`config.mk`:
```
export PLATFORM = sky130hd
export DESIGN_NAME = fifo_wr_arbiter
export DESIGN_NICKNAME = d
export VERILOG_FILES = /design/src/rtl/fifo_wr_arbiter.sv
export SDC_FILE = /design/constraint.sdc
export NUM_CORES = 1
export LEC_CHECK = 0
export CAP_MARGIN = 15
export CORE_AREA = 2 2 69 71
export DETAILED_ROUTE_END_ITERATION = 7
export DIE_AREA = 0 0 71 73
export DONT_BUFFER_PORTS = 1
export GPL_TIMING_DRIVEN = 0
export SETUP_SLACK_MARGIN = 0.2
export SLEW_MARGIN = 10
export SYNTH_ARGS = -nofsm -noshare
export SYNTH_HDL_FRONTEND = slang
export SYNTH_SLANG_ARGS = --single-unit
```
`constraint.sdc`:
```
create_clock -name clk -period 5 [get_ports clk]
set_input_delay 0.25 -clock clk [delete_from_list [all_inputs] [get_ports clk]]
set_output_delay 0.25 -clock clk [all_outputs]
set_load 0.03 [all_outputs]
```
`src/rtl/fifo_wr_arbiter.sv`:
```
// rtl/fifo_wr_arbiter.sv - round-robin burst write arbiter in front of a single-clock FIFO
//
// Shares one FIFO write port among NUM_REQ valid/ready producers. In IDLE the
// arbiter picks the next valid producer after the previous winner, then locks
// onto it for a burst of up to MAX_BURST beats. Accepted beats are forwarded
// combinationally to the FIFO write side; FIFO full stalls the granted producer.
//
// Ports:
//   clk           rising-edge clock
//   rst_n         asynchronous active-low reset
//   req_valid     per-producer beat valid
//   req_data      producer i data in bits [i*DATA_W +: DATA_W]
//   req_last      per-producer end-of-packet marker
//   req_ready     per-producer beat accepted (only granted producer, only when not full)
//   fifo_full     FIFO full flag (registered inside the FIFO)
//   fifo_wr_en    FIFO write strobe
//   fifo_wr_data  FIFO write data, zero when fifo_wr_en is low
//   grant_id      current or most recent owner index
//   busy          high while a burst is in progress

module fifo_wr_arbiter #(
    parameter int NUM_REQ   = 4,
    parameter int DATA_W    = 32,
    parameter int MAX_BURST = 4,
    localparam int GID_W    = $clog2(NUM_REQ),
    localparam int CNT_W    = $clog2(MAX_BURST + 1)
) (
    input  logic                      clk,
    input  logic                      rst_n,
    input  logic [NUM_REQ-1:0]        req_valid,
    input  logic [NUM_REQ*DATA_W-1:0] req_data,
    input  logic [NUM_REQ-1:0]        req_last,
    output logic [NUM_REQ-1:0]        req_ready,
    input  logic                      fifo_full,
    output logic                      fifo_wr_en,
    output logic [DATA_W-1:0]         fifo_wr_data,
    output logic [GID_W-1:0]          grant_id,
    output logic                      busy
);

    typedef enum logic {
        IDLE  = 1'b0,
        BURST = 1'b1
    } state_t;

    state_t             state;
    state_t             state_nxt;
    logic [GID_W-1:0]   last_winner;
    logic [CNT_W-1:0]   beat_cnt;

    logic               any_valid;
    logic               found;
    logic [GID_W-1:0]   winner;
    logic [GID_W:0]     cand;

    logic               g_valid;
    logic               g_last;
    logic [DATA_W-1:0]  g_data;
    logic               accept;
    logic [CNT_W-1:0]   beat_cnt_inc;
    logic               hit_max;
    logic               burst_end;

    // Round-robin search: first valid index strictly after last_winner,
    // wrapping modulo NUM_REQ. The extra bit in cand keeps the sum from
    // overflowing before the wrap subtraction for non-power-of-two NUM_REQ.
    always_comb begin
        any_valid = |req_valid;
        found     = 1'b0;
        winner    = '0;
        cand      = '0;
        for (int off = 1; off <= NUM_REQ; off++) begin
            cand = {1'b0, last_winner} + (GID_W+1)'(off);
            if (cand >= (GID_W+1)'(NUM_REQ)) begin
                cand = cand - (GID_W+1)'(NUM_REQ);
            end
            if (!found && req_valid[cand[GID_W-1:0]]) begin
                found  = 1'b1;
                winner = cand[GID_W-1:0];
            end
        end
    end

    // Granted producer's stream signals.
    always_comb begin
        g_valid = 1'b0;
        g_last  = 1'b0;
        g_data  = '0;
        for (int i = 0; i < NUM_REQ; i++) begin
            if (GID_W'(i) == grant_id) begin
                g_valid = req_valid[i];
                g_last  = req_last[i];
                g_data  = req_data[i*DATA_W +: DATA_W];
            end
        end
    end

    assign accept       = (state == BURST) && g_valid && !fifo_full;
    assign beat_cnt_inc = beat_cnt + CNT_W'(1);
    assign hit_max      = (beat_cnt_inc == CNT_W'(MAX_BURST));

    // A stalled beat (valid but full) never ends the burst; a missing valid
    // always does, so an idle owner cannot starve the others.
    assign burst_end = (state == BURST) &&
                       (!g_valid || (accept && (g_last || hit_max)));

    // State register.
    always_ff @(posedge clk or negedge rst_n) begin
        if (!rst_n) begin
            state <= IDLE;
        end else begin
            state <= state_nxt;
        end
    end

    // Next-state logic.
    always_comb begin
        state_nxt = state;
        case (state)
            IDLE: begin
                if (any_valid) begin
                    state_nxt = BURST;
                end
            end
            BURST: begin
                if (burst_end) begin
                    state_nxt = IDLE;
                end
            end
            default: state_nxt = IDLE;
        endcase
    end

    // Outputs. Everything is derived from the state register, so an
    // asynchronous reset forces all outputs low in the same cycle.
    always_comb begin
        req_ready    = '0;
        fifo_wr_en   = 1'b0;
        fifo_wr_data = '0;
        busy         = 1'b0;
        if (state == BURST) begin
            busy = 1'b1;
            for (int i = 0; i < NUM_REQ; i++) begin
                if (GID_W'(i) == grant_id) begin
                    req_ready[i] = !fifo_full;
                end
            end
            if (accept) begin
                fifo_wr_en   = 1'b1;
                fifo_wr_data = g_data;
            end
        end
    end

    // Grant bookkeeping. last_winner resets to NUM_REQ-1 so the first search
    // starts at producer 0.
    always_ff @(posedge clk or negedge rst_n) begin
        if (!rst_n) begin
            grant_id    <= '0;
            last_winner <= GID_W'(NUM_REQ - 1);
            beat_cnt    <= '0;
        end else begin
            case (state)
                IDLE: begin
                    if (any_valid) begin
                        grant_id <= winner;
                        beat_cnt <= '0;
                    end
                end
                BURST: begin
                    if (accept) begin
                        beat_cnt <= beat_cnt_inc;
                    end
                    if (burst_end) begin
                        last_winner <= grant_id;
                    end
                end
                default: begin
                    beat_cnt <= '0;
                end
            endcase
        end
    end

endmodule

```
Word level (Yosys, flattened, before mapping)
Cells that the tools add are included.

storage, ports and cells
  register bits after elaboration = 8
  bits of input ports = 139
  output and inout port bits = 40
  logic and storage cells = 94

operators by class
  add/subtract/negate cells = 9
  $lt $le $gt $ge = 8
  equality and inequality tests = 6
  multiplexer cells = 47
  bitwise logic cells = 1
  reductions and logical operators = 19

operators with widths
  operator                                                              number
  32-bit two-way mux                                                    6
  1-bit two-way mux                                                     24
  2-bit two-way mux                                                     8
  3-bit >= comparator, second input constant                            4
  2-bit by 3-bit < comparator with 1-bit output, second input constant  4
  1-bit binary-select mux with 2-bit select                             4
  2-bit by 1-bit subtractor with 2-bit output, second input constant    4
  1-bit logical AND                                                     7
  2-bit by 2-bit adder with 3-bit output, second input constant         2
  3-bit two-way mux                                                     2
  3-bit case mux with 2 select lines                                    1
  2-bit AND reduction                                                   3
  1-bit logical NOT                                                     5
  2-bit == test, first input constant                                   2
  4-bit two-way mux                                                     1
  4-bit OR reduction                                                    1
  2-bit by 1-bit adder with 3-bit output, second input constant         1
  2-bit by 3-bit adder with 3-bit output, second input constant         1
  3-bit by 1-bit adder with 3-bit output, second input constant         1
  3-bit == test, second input constant                                  1
  1-bit by 2-bit == test with 1-bit output, first input constant        1
  2-bit logical NOT                                                     1
  1-bit logical OR                                                      2
  2-bit by 1-bit != test with 1-bit output, second input constant       1
  3 further kinds                                                       3

Depth between registers and ports, before layout
  depth in word-level cells = 15
  mapped depth = 6
  depth with buffers taken out = 5

Worst setup path after synthesis
Ideal clock, no wire load.

  path kind = register to output
  start point = reg grant_id[0]
  end point = out fifo_wr_data[10]
  data arrival time = 1.934 ns
  data required time = 4.750 ns
  slack = 2.816 ns
  stages on the path, launching flop included = 6
  path buffers = 3
  cell sequence = dfrtp_1 -> clkbuf_2 -> buf_4 -> buf_4 -> mux4_2 -> and3_1

between the ends
  word-level cells in the longest chain between the ends = 9
  elaborated cells between the ends (all ways) = 16
  those cells by class = 3 x eq/ne; 10 x mux; 3 x reduce/logical

ends and longest elaborated chain
  what                             RTL line  RTL
  from (decl)                      37        output logic [GID_W-1:0] grant_id,
  from (signal assigned)           166       grant_id <= winner;
  2-bit logical NOT                90        if (GID_W'(i) == grant_id) begin
  1-bit two-way mux (4 in series)  90
  1-bit logical AND (2 in series)  98        assign accept = (state == BURST) && g_valid && !fifo_full;
  32-bit two-way mux (*)           148       if (accept) begin
  32-bit two-way mux (*)           141       if (state == BURST) begin
  to (decl)                        36        output logic [DATA_W-1:0] fifo_wr_data,

Mark *: on every way between the ends. The rest lies on a longest branch, timed or not.

Worst setup path in the final report
  start point = reg state
  end point = out req_ready[2]

between the ends
  word-level cells in the longest chain between the ends = 1

ends and longest elaborated chain
  what                    RTL line  RTL
  from (decl)             46        state_t state;
  from (signal assigned)  112       state <= state_nxt;
  4-bit two-way mux       141
  to (decl)               33        output logic [NUM_REQ-1:0] req_ready,

Every way passes these cells.

==> flow_summary.json <==
{
  "run_status": "finished clean",
  "path_class": "flop to primary output",
  "powerDensity_nw_per_um2": 636,
  "crit_slowest_cell": "nor2b_1",
  "seq_area_sq_um": 203,
  "hold_depth": 2,
  "peakVddDrop_mv": 0.301,
  "synth_sequential_area_ratio_pct": 13.2,
  "period_share_pct": 52.8,
  "max_freq_ghz": 0.379,
  "synthCells": 135,
  "grt_pass1_wl_um": 7550,
  "grt_use_total_pct": 19.1,
  "hp-class": "input port to flop",
  "grt_pass1_vias": 1364,
  "gp_congestion": 0.884,
  "path_clk_slew_ns": 0.04,
  "layout_commonest_cell": "mux4_2",
  "synth_flop_cell": "dfrtp_1",
  "die_height_um": 73,
  "end_kind": "primary output",
  "rows": 25,
  "cp-startpoint": "state",
  "synth_top_cell_area_share_pct": 49.8,
  "slowest_delay_ns": 0.63,
  "antenna_left": 0,
  "clkSinkCount": 8,
  "hpwl_um": 4890,
  "crit_arrival_ns": 2.39,
  "die_x_um": 71,
  "grt_start_max_net_pins": 11,
  "fin_nets": 283,
  "gr-total-overflow": 0,
  "clkLatencyLatePin_ns": 0.23,
  "syn_nets": 276,
  "dr.pass1.iters": 4,
  "area_growth_pct": 8.62,
  "slew_violations": 0,
  "port_buffers": 0,
  "vias_per_cell": 6.77,
  "ys_ff_latch": 8,
  "ios": 179,
  "rsz0062_at_grt": "false",
  "period_needed_ns": 2.64,
  "core-area_sq_um": 4540,
  "synthArstFlopShare_pct": 100,
  "htree_levels": 1,
  "synth.distinct_cells": 31,
  "start_kind": "flop",
  "finalNonFillerCells": 197,
  "clk_root_buffer_cell": "clkbuf_8",
  "hold_violations": 0,
  "clock_skew_ns": 0.000241,
  "synth-edff-count": 0,
  "post_cts_buffers": 0,
  "first_iter_violations": 54,
  "dp_cells": 190,
  "syn_area_sq_um": 1540,
  "leakagePower_nw": 0.721,
  "maxCapViolCount": 0,
  "start_util_pct": 33.9,
  "setup_violations": 0,
  "cts_tree": "built",
  "holdBufCountCts": 1,
  "timing.setup.tns_ns": 0,
  "rr_worst_depth": 5,
  "avgSynthCellArea_sq_um": 11.4,
  "relSlewSlack_pct": 53.8,
  "crit_chain": "nor2b_1, clkbuf_1, nand2_1, nor2_1",
  "post_cts_resized": 0,
  "wl_per_cell_um": 28.2,
  "timing.rr.start": "state",
  "worstMarginPinSlew_ns": 0.692,
  "ys_top_cells_by_area": "mux4_2 (50%), and3_1 (13%), dfrtp_1 (9.8%)",
  "drc_errors": 0,
  "dieArea_sq_um": 5180,
  "clockBufferDepth": 2,
  "yosysTopAreaCell": "mux4_2",
  "num-fill-cells": 455,
  "min_from": "req_valid[2]",
  "numCtsBuffers": 3,
  "drt-total-wl_um": 5550,
  "drive_above_1_share_pct": 35.5,
  "antenna_found_initial": 2,
  "synth_warnings": 0,
  "worstPathMaxFanout": 10,
  "final_cell_mix": "mux4_2 (34), and3_1 (33), clkbuf_1 (11), nand2_1 (11), dfrtp_1 (6)",
  "multiInputGateArea_sq_um": 1250,
  "dr_total_vias": 1333,
  "worstPathRequired_ns": 4.75
}
flip-flops by register name, summed over array words and instances, names as in the netlist:
name and count:
beat_cnt 3, grant_id 2, last_winner 2, state 1
report_power, final:
part / total [mW] / internal [mW] / switching, mW
clock: 0.0829 / 0.0554 / 0.0274
combinational: 0.827 / 0.373 / 0.454
sequential: 0.153 / 0.0980 / 0.0551
total: 1.06 / 0.527 / 0.536
final cells by class:
type                            instances  area share (%)
Inverter                                4           0.899
Timing Repair Buffer                    2           0.899
Antenna cell                            2           0.300
Tap cell                               54            4.04
Multi-Input combinational cell        107            74.6
Buffer                                 16            4.42
Sequential cell                         8            12.1
Clock buffer                            4            2.70
worst max-delay path, delay by kind of cell, from the launching register on:
family	cells	cell delay, ns
flops	1	0.62
simple gates	3	1.18
buf+inv	1	0.35
per-layer routing:
metal	part of all wire, %	track usage [%]	up-vias
li1	-	-	566
met1	35	22.4	662
met2	55	34.2	95
met3	8.0	4.56	10
met4	1.9	7.13	0
met5	0	0	-
Yosys cell counts, types with 2 or more instances:
master,number
mux4_2,34
and3_1,33
nand2_1,11
clkbuf_1,10
dfrtp_1,6
inv_1,4
a21oi_1,3
buf_4,3
mux2i_1,3
nor2_1,3
dfstp_2,2
ha_1,2
mux2_4,2
nor2b_1,2
stage by stage:
step | hold slack (ns) | util (%) | cell area (sq um) | setup slack [ns] | power [mW]
6_report | 0.301 | 36.8 | 1670 | 2.36 | 1.06
5_1_grt | 0.320 | 36.8 | 1670 | 2.17 | 1.14
4_1_cts | 0.296 | 36.7 | 1670 | 2.35 | 1.07
3_5_place_dp | -0.0454 | 35.5 | 1610 | 2.60 | 0.987
3_3_place_gp | -0.0454 | 35.4 | 1610 | 2.57 | 0.961
2_1_floorplan | -0.0456 | - | 1540 | 2.82 | 0.862
worst paths after layout:
kind / slack [ns] / to
worst max-delay path: 2.36 / req_ready[2]
worst min-delay path: 0.30 / grant_id[0]
worst max register to register: 2.87 / beat_cnt[2]
worst min register to register: 0.49 / beat_cnt[2]
max in group asynchronous: 4.34 / last_winner[1]
min in group asynchronous: 0.36 / beat_cnt[2]
logic make-up (layout without fill, tap and decap cells):
| kind of cell | Yosys count | after routing | share of synthesized area [%] |
|---|---|---|---|
| flops | 8 | 8 | 13.2 |
| simple gates | 52 | 52 | 19.0 |
| xor+xnor | 1 | 1 | 0.570 |
| fa+ha+maj | 2 | 2 | 1.63 |
| buf+inv | 20 | 26 | 5.78 |
| other cells | 0 | 2 | 0 |
| mux | 40 | 40 | 54.4 |
| compound gates | 12 | 12 | 5.45 |
No activity file was read; power rests on OpenSTA's default activity.
